File: src/rtl/stream_byte_fifo.sv
// ---------------------------------------------------------------------------
// stream_byte_fifo
//   First-word-fall-through FIFO for a valid/ready byte stream. It absorbs
//   bursts while the downstream sink holds off ready. It also reports fill
//   level, the high-watermark and a sticky overflow flag.
//
// Ports
//   clk         rising-edge clock
//   reset       asynchronous, active-high reset
//   in_valid    upstream presents in_data
//   in_ready    FIFO can accept a word (level != DEPTH)
//   in_data     write data
//   out_valid   head word present (level != 0)
//   out_ready   downstream accepts the head word
//   out_data    head word (combinational read at rd_ptr)
//   level       current occupancy, 0..DEPTH
//   peak_level  highest occupancy since reset
//   overflow    sticky: in_valid seen while in_ready was low
// ---------------------------------------------------------------------------
module stream_byte_fifo #(
   parameter int DATA_WIDTH = 8,
   parameter int DEPTH      = 8,
   parameter int ADDR_WIDTH = $clog2(DEPTH)
) (
   input  logic                  clk,
   input  logic                  reset,
   input  logic                  in_valid,
   output logic                  in_ready,
   input  logic [DATA_WIDTH-1:0] in_data,
   output logic                  out_valid,
   input  logic                  out_ready,
   output logic [DATA_WIDTH-1:0] out_data,
   output logic [ADDR_WIDTH:0]   level,
   output logic [ADDR_WIDTH:0]   peak_level,
   output logic                  overflow
);

   // Natural pointer wrap only works for power-of-two depths.
   generate
      if (DEPTH < 2 || (DEPTH & (DEPTH - 1)) != 0) begin : g_bad_depth
         $error("stream_byte_fifo: DEPTH must be a power of 2 and >= 2");
      end
      if (ADDR_WIDTH != $clog2(DEPTH)) begin : g_bad_addr_width
         $error("stream_byte_fifo: ADDR_WIDTH is derived from DEPTH and must not be overridden");
      end
   endgenerate

   localparam logic [ADDR_WIDTH:0]   FULL_LEVEL = (ADDR_WIDTH + 1)'(DEPTH);
   localparam logic [ADDR_WIDTH:0]   LEVEL_ONE  = (ADDR_WIDTH + 1)'(1);
   localparam logic [ADDR_WIDTH-1:0] PTR_ONE    = ADDR_WIDTH'(1);

   logic [DATA_WIDTH-1:0] mem [DEPTH];

   logic [ADDR_WIDTH-1:0] wr_ptr_reg;
   logic [ADDR_WIDTH-1:0] rd_ptr_reg;
   logic [ADDR_WIDTH:0]   level_reg;
   logic [ADDR_WIDTH:0]   level_next;
   logic [ADDR_WIDTH:0]   peak_reg;
   logic [ADDR_WIDTH:0]   peak_next;
   logic                  overflow_reg;
   logic                  push;
   logic                  pop;

   // Full and empty come from level alone. The pointers carry no wrap bit.
   // in_ready is blocked on full even when a pop happens in the same cycle.
   // This keeps in_ready independent of out_ready and of in_valid.
   assign in_ready  = (level_reg != FULL_LEVEL);
   assign out_valid = (level_reg != '0);
   assign out_data  = mem[rd_ptr_reg];
   assign level      = level_reg;
   assign peak_level = peak_reg;
   assign overflow   = overflow_reg;

   assign push = in_valid & in_ready;
   assign pop  = out_valid & out_ready;

   always_comb begin
      level_next = level_reg;
      case ({push, pop})
         2'b10:   level_next = level_reg + LEVEL_ONE;
         2'b01:   level_next = level_reg - LEVEL_ONE;
         default: level_next = level_reg;
      endcase
   end

   // The watermark tracks the level that becomes visible after this edge.
   always_comb begin
      peak_next = peak_reg;
      if (level_next > peak_reg) begin
         peak_next = level_next;
      end
   end

   // Storage is not reset. Stale contents are hidden by out_valid.
   always_ff @(posedge clk) begin
      if (push) begin
         mem[wr_ptr_reg] <= in_data;
      end
   end

   always_ff @(posedge clk or posedge reset) begin
      if (reset) begin
         wr_ptr_reg   <= '0;
         rd_ptr_reg   <= '0;
         level_reg    <= '0;
         peak_reg     <= '0;
         overflow_reg <= 1'b0;
      end else begin
         if (push) begin
            wr_ptr_reg <= wr_ptr_reg + PTR_ONE;
         end
         if (pop) begin
            rd_ptr_reg <= rd_ptr_reg + PTR_ONE;
         end
         level_reg <= level_next;
         peak_reg  <= peak_next;
         if (in_valid && !in_ready) begin
            overflow_reg <= 1'b1;
         end
      end
   end

endmodule

File: config.mk
export PLATFORM = sky130hd
export DESIGN_NAME = stream_byte_fifo
export DESIGN_NICKNAME = d
export VERILOG_FILES = /design/src/rtl/stream_byte_fifo.sv
export SDC_FILE = /design/constraint.sdc
export NUM_CORES = 1
export LEC_CHECK = 0
export CAP_MARGIN = 20
export CORE_AREA = 2 2 95 97
export CTS_CLUSTER_SIZE = 8
export DETAILED_ROUTE_END_ITERATION = 12
export DIE_AREA = 0 0 97 99
export GPL_ROUTABILITY_DRIVEN = 0
export HOLD_SLACK_MARGIN = 0.06
export PLACE_DENSITY = 0.7
export SLEW_MARGIN = 15
export SYNTH_ARGS = -nofsm -noshare
export SYNTH_HDL_FRONTEND = slang
export SYNTH_SLANG_ARGS = --single-unit
File: constraint.sdc
create_clock -name clk -period 3.7 [get_ports clk]
set_clock_uncertainty 0.2 [all_clocks]
set_input_delay 1.11 -clock clk [delete_from_list [all_inputs] [get_ports clk]]
set_output_delay 1.11 -clock clk [all_outputs]
set_load 0.005 [all_outputs]
Word level (Yosys, flattened, before mapping)

Memory sizes are Yosys's and may differ from the RTL's.
Index checks and enable logic that the tools add are counted.

RAM bits: 64
Memories: 1
Output and inout bits: 19
Flip-flop bits (word level): 15
Input bits: 12

Magnitude comparators: 1
Add/subtract/negate cells: 4
Reduce and logical (&&, ||, !) cells: 3
Mux-type cells: 3
Bitwise gates (word level): 2
Eq/ne operators: 3

Memories:

| name | words | bits a word | read ports | clocked after Yosys merged registers in | wr ports | RTL line | text |
|---|---|---|---|---|---|---|---|
| mem  | 8     | 8           | 1          | 0                                       | 1        | 52       | `logic [DATA_WIDTH-1:0] mem [DEPTH];` |

Operator list:

| operator              | number |
|---|---|
| $pmux W4 S2           | 1 |
| $add A3 B1 Y3 const B | 2 |
| $add A4 B1 Y4 const B | 1 |
| $gt A4 B4 Y1          | 1 |
| $ne A4 B4 Y1 const B  | 1 |
| $reduce_bool A4 Y1    | 1 |
| $sub A4 B1 Y4 const B | 1 |
| $and A1 B1 Y1         | 2 |
| $eq A2 B1 Y1 const B  | 1 |
| $eq A2 B2 Y1 const B  | 1 |
| $mux W1               | 2 |
| $logic_and A1 B1 Y1   | 1 |
| $logic_not A1 Y1      | 1 |

Depth between registers and ports, before layout

Depth after elaboration: 5
Gate-level depth with buffers: 13
Depth with buffers taken out: 13

Worst setup path after synthesis

No wires, ideal clock.

Path kind: input to register
Start point: in in_valid
End point: reg peak_reg[0] (netlist: peak_level[0])
Cell stages on the path: 11
Required time: 3.375 ns
Setup time: 0.125 ns
Arrival time: 4.062 ns
Slack: -0.686 ns
Cell sequence: nor2b_1 -> inv_1 -> ha_1 -> ha_1 -> or4b_1 -> o311ai_1 -> o211ai_2 -> ha_1 -> and4_1 -> a21oi_1 -> mux2_2

Longest elaborated chain between the ends: 4
Elaborated cells between the ends (all ways): 5
Classes of those cells: order compare: 1; eq/ne: 2; mux: 1; bitwise: 1

Ends and longest elaborated chain:

| element                                      | RTL line | text |
|---|---|---|
| start, declared                              | 27       | `input logic in_valid,` |
| $and A1 B1 Y1 (*)                            | 74       | `assign push = in_valid & in_ready;` |
| $eq A2 B1 Y1 or $eq A2 B2 Y1 (tied branches) | 79       | `case ({push, pop})` |
| $pmux W4 S2 (*)                              | 79       |  |
| via level_next[3]                            | 57       | `logic [ADDR_WIDTH:0] level_next;` |
| $gt A4 B4 Y1 (*)                             | 89       | `if (level_next > peak_reg) begin` |
| end signal, assigned                         | 116      | `peak_reg <= peak_next;` |
| end, declared                                | 58       | `logic [ADDR_WIDTH:0] peak_reg;` |

Mark *: on every way through the listed nets, which the timed path passes. The rest lies on a longest branch.
A chain may end at the register's enable or synchronous reset.

Worst setup path in the final report

Start point: in out_ready
End point: reg peak_reg[2] (netlist: peak_level[2])

Longest elaborated chain between the ends: 4
Elaborated cells between the ends (all ways): 5
Classes of those cells: order compare: 1; eq/ne: 2; mux: 1; bitwise: 1

Ends and longest elaborated chain:

| element                                      | RTL line | text |
|---|---|---|
| start, declared                              | 31       | `input logic out_ready,` |
| $and A1 B1 Y1 (*)                            | 75       | `assign pop = out_valid & out_ready;` |
| via pop                                      | 62       | `logic pop;` |
| $eq A2 B1 Y1 or $eq A2 B2 Y1 (tied branches) | 79       |  |
| $pmux W4 S2 (*)                              | 79       |  |
| via level_next[3]                            | 57       |  |
| $gt A4 B4 Y1 (*)                             | 89       |  |

Marks and branches as above.

==> results.sh <==
export IMPL_overflow=0
export IMPL_synth_ff_type="edfxtp_1"
export IMPL_whs_ps=278
export IMPL_synth_cells=180
export IMPL_power_leakage_nw=1.62
export IMPL_clk_pin_slew_ps=80
export IMPL_nFillCells=696
export IMPL_cts_tree="done"
export IMPL_yosysTopAreaCell="edfxtp_1"
export IMPL_drv_slew=0
export IMPL_power_density_mw_per_mm2=863
export IMPL_antennaDiodeCount=0
export IMPL_path_class="input pin to flop"
export IMPL_grt_pass1_wl_um=9990
export IMPL_drc=0
export IMPL_htreeDepth=3
export IMPL_setup_slack_ps=49.5
export IMPL_avgRoutedWirePerCell_um=16.4
export IMPL_core_area_sq_mm=0.00855
export IMPL_cts_buffers=9
export IMPL_dr_first_iter_drc_count=52
export IMPL_yosys_warnings=0
export IMPL_crit_fanout=4
export IMPL_clk_latency_ps=340
export IMPL_fin_setup_tns_ps=0
export IMPL_worstSetupStartpointType="input pin"
export IMPL_max_clock_freq_ghz=0.274
export IMPL_cts_root_buffer_cell="clkbuf_8"
export IMPL_ir_drop_uv=661
export IMPL_grtUsageMet1_pct=17.9
export IMPL_grt_pass1_vias=1968
export IMPL_worstMarginPinSlew_ps=599
export IMPL_grt_util_met2_pct=22.7
export IMPL_avgSynthCellArea_sq_um=18.5
export IMPL_largest_reg_flops=64
export IMPL_synth_top_area_share_pct=57.8
export IMPL_ys_ff_latch=79
export IMPL_drive_above_1_share_pct=42.3
export IMPL_min_period_ps=3650
export IMPL_initial_core_util_pct=38.9
export IMPL_setup_viol=0
export IMPL_busiest_layer="met2"
export IMPL_io_pins=31
export IMPL_antenna_found_initial=0
export IMPL_fin_cells=375
export IMPL_synth_common_cells="64 x edfxtp_1, 16 x mux4_2, 15 x dfrtp_1, 15 x mux2_2"
export IMPL_antenna_left=0
export IMPL_maxCapViolCount=0
export IMPL_synth_most_common_cell="edfxtp_1"
export IMPL_async_reset_ff_share_pct=19.0
export IMPL_dieArea_sq_mm=0.00960
export IMPL_cp_required_ps=3730
export IMPL_numPortBuffers=30
export IMPL_grtUsageTotal_pct=13.8
export IMPL_nNetsFinal=284
export IMPL_endpoint_kind="flop"
export IMPL_avgViaCountPerCell=4.90
export IMPL_yosysSeqAreaShare_pct=69.0
export IMPL_vias=1837
export IMPL_synth_area_sq_mm=0.00333
export IMPL_use_met3_pct=3.12
export IMPL_hpwlAfterDp_um=4060
export IMPL_grt_start_max_net_pins=19
export IMPL_area_delta_synth_final_pct=33.5
export IMPL_dieWidth_um=97
export IMPL_finalHoldViolations=0
export IMPL_ys_types=34
export IMPL_clockBufferDepth=2
export IMPL_synth_area_leaders="edfxtp_1 58%, dfrtp_1 11%, mux4_2 11%"
export IMPL_synthesis_nets=202
export IMPL_hp_class="flop to flop"
export IMPL_dp_cells=343
export IMPL_place_ws_ps=-637
export IMPL_synth_edf_count=64
export IMPL_fin_crit_sh_pct=98.7
export IMPL_die_height_um=99
export IMPL_drt_pass1_iter_count=4
export IMPL_wirelength_um=6140
export IMPL_slew_limit_headroom_pct=60.0
export IMPL_crit_arrival_ps=3680
export IMPL_cts_num_sinks=79
export IMPL_rows=34
export IMPL_run_status="completed"
[where the power goes]
| part | internal [W] | switching [W] |
|---|---|---|
| clock | 0.000394 | 0.000326 |
| combinational | 0.00112 | 0.000683 |
| sequential | 0.00116 | 0.000152 |
| total | 0.00268 | 0.00116 |
[layer usage]
metal / vias to the layer above / share of wire (%)
met5: - / 0
met4: 0 / 1.3
met3: 6 / 2.9
met2: 27 / 52
met1: 935 / 44
li1: 869 / -
[final cells by class]
| type | instances | area (sq um) | area share, % |
|---|---|---|---|
| sequential | 79 | 2300 | 51.7 |
| multi-input combinational | 86 | 1090 | 24.4 |
| timing repair buffer | 77 | 659 | 14.8 |
| tap | 108 | 135 | 3.04 |
| clock buffer | 9 | 124 | 2.79 |
| clock inverter | 7 | 106 | 2.39 |
| inverter | 9 | 33.8 | 0.760 |
[layout by cell type, fill, tap and decap left out, types with 2 or more instances in the layout]
master / instances
edfxtp_1: 64
buf_4: 46
clkdlybuf4s50_1: 28
mux4_2: 16
dfrtp_1: 14
mux2_2: 11
clkbuf_8: 9
inv_1: 7
xnor2_1: 5
mux2_4: 5
nor3_1: 5
ha_4: 5
nand2_1: 4
nor2_1: 4
ha_1: 4
inv_6: 4
nand2b_1: 3
a21oi_2: 2
inv_2: 2
nor3b_1: 2
nand3_1: 2
bufinv_16: 2
[path summary, 6_finish.rpt]
check | cells after the start | end | from | slack [ps]
max reg2reg | 13 | peak_level[2] | level[2] | 230
max in group asynchronous | 2 | rd_ptr_reg[1] | reset | 1950
max | 13 | peak_level[2] | out_ready | 50
min in group asynchronous | 2 | level[2] | reset | 930
min reg2reg | 1 | overflow | overflow | 280
min | 1 | overflow | overflow | 280
[worst max-delay path: stages]
cell           delay [ps]
dlygate4sd2_1         260
nand2_2                90
inv_2                  50
ha_4                  180
ha_4                  270
buf_4                 110
nand3_1               100
a2111o_1              470
o211ai_4              120
ha_4                  240
and4_4                150
a21oi_4               200
mux2_4                320
[cell families (layout without fill, tap and decap cells)]
kind of cell / Yosys count / after routing / synth area share (%)
buffers and inverters: 15 / 102 / 2.18
flip-flops: 79 / 79 / 69.0
AO/OA/AOI/OAI: 10 / 10 / 2.18
XOR/XNOR: 6 / 6 / 1.58
multiplexers: 32 / 32 / 16.4
adder cells (fa/ha/maj): 10 / 10 / 3.99
AND/OR/NAND/NOR: 28 / 28 / 4.66
[timing repair]
action / 4_1_cts / 5_1_grt
cloned: 0 / 0
gates resized for setup: 7 / 10
setup endpoints to repair: 4 / 12
pin swaps: 6 / 6
hold buffers: 0 / 0
buffers inserted: 15 / 1
[through the flow]
| stage | utilization (%) | cell area (sq um) | total power [W] |
|---|---|---|---|
| 2_1_floorplan | - | 3390 | 0.00229 |
| 4_1_cts | 51.4 | 4400 | 0.00379 |
| 3_3_place_gp | 47.1 | 4030 | 0.00293 |
| 3_5_place_dp | 47.1 | 4030 | 0.00297 |
| 6_report | 52.0 | 4440 | 0.00384 |
| 5_1_grt | 52.0 | 4440 | 0.00410 |
Note: power is estimated with default switching activity, not from simulation.
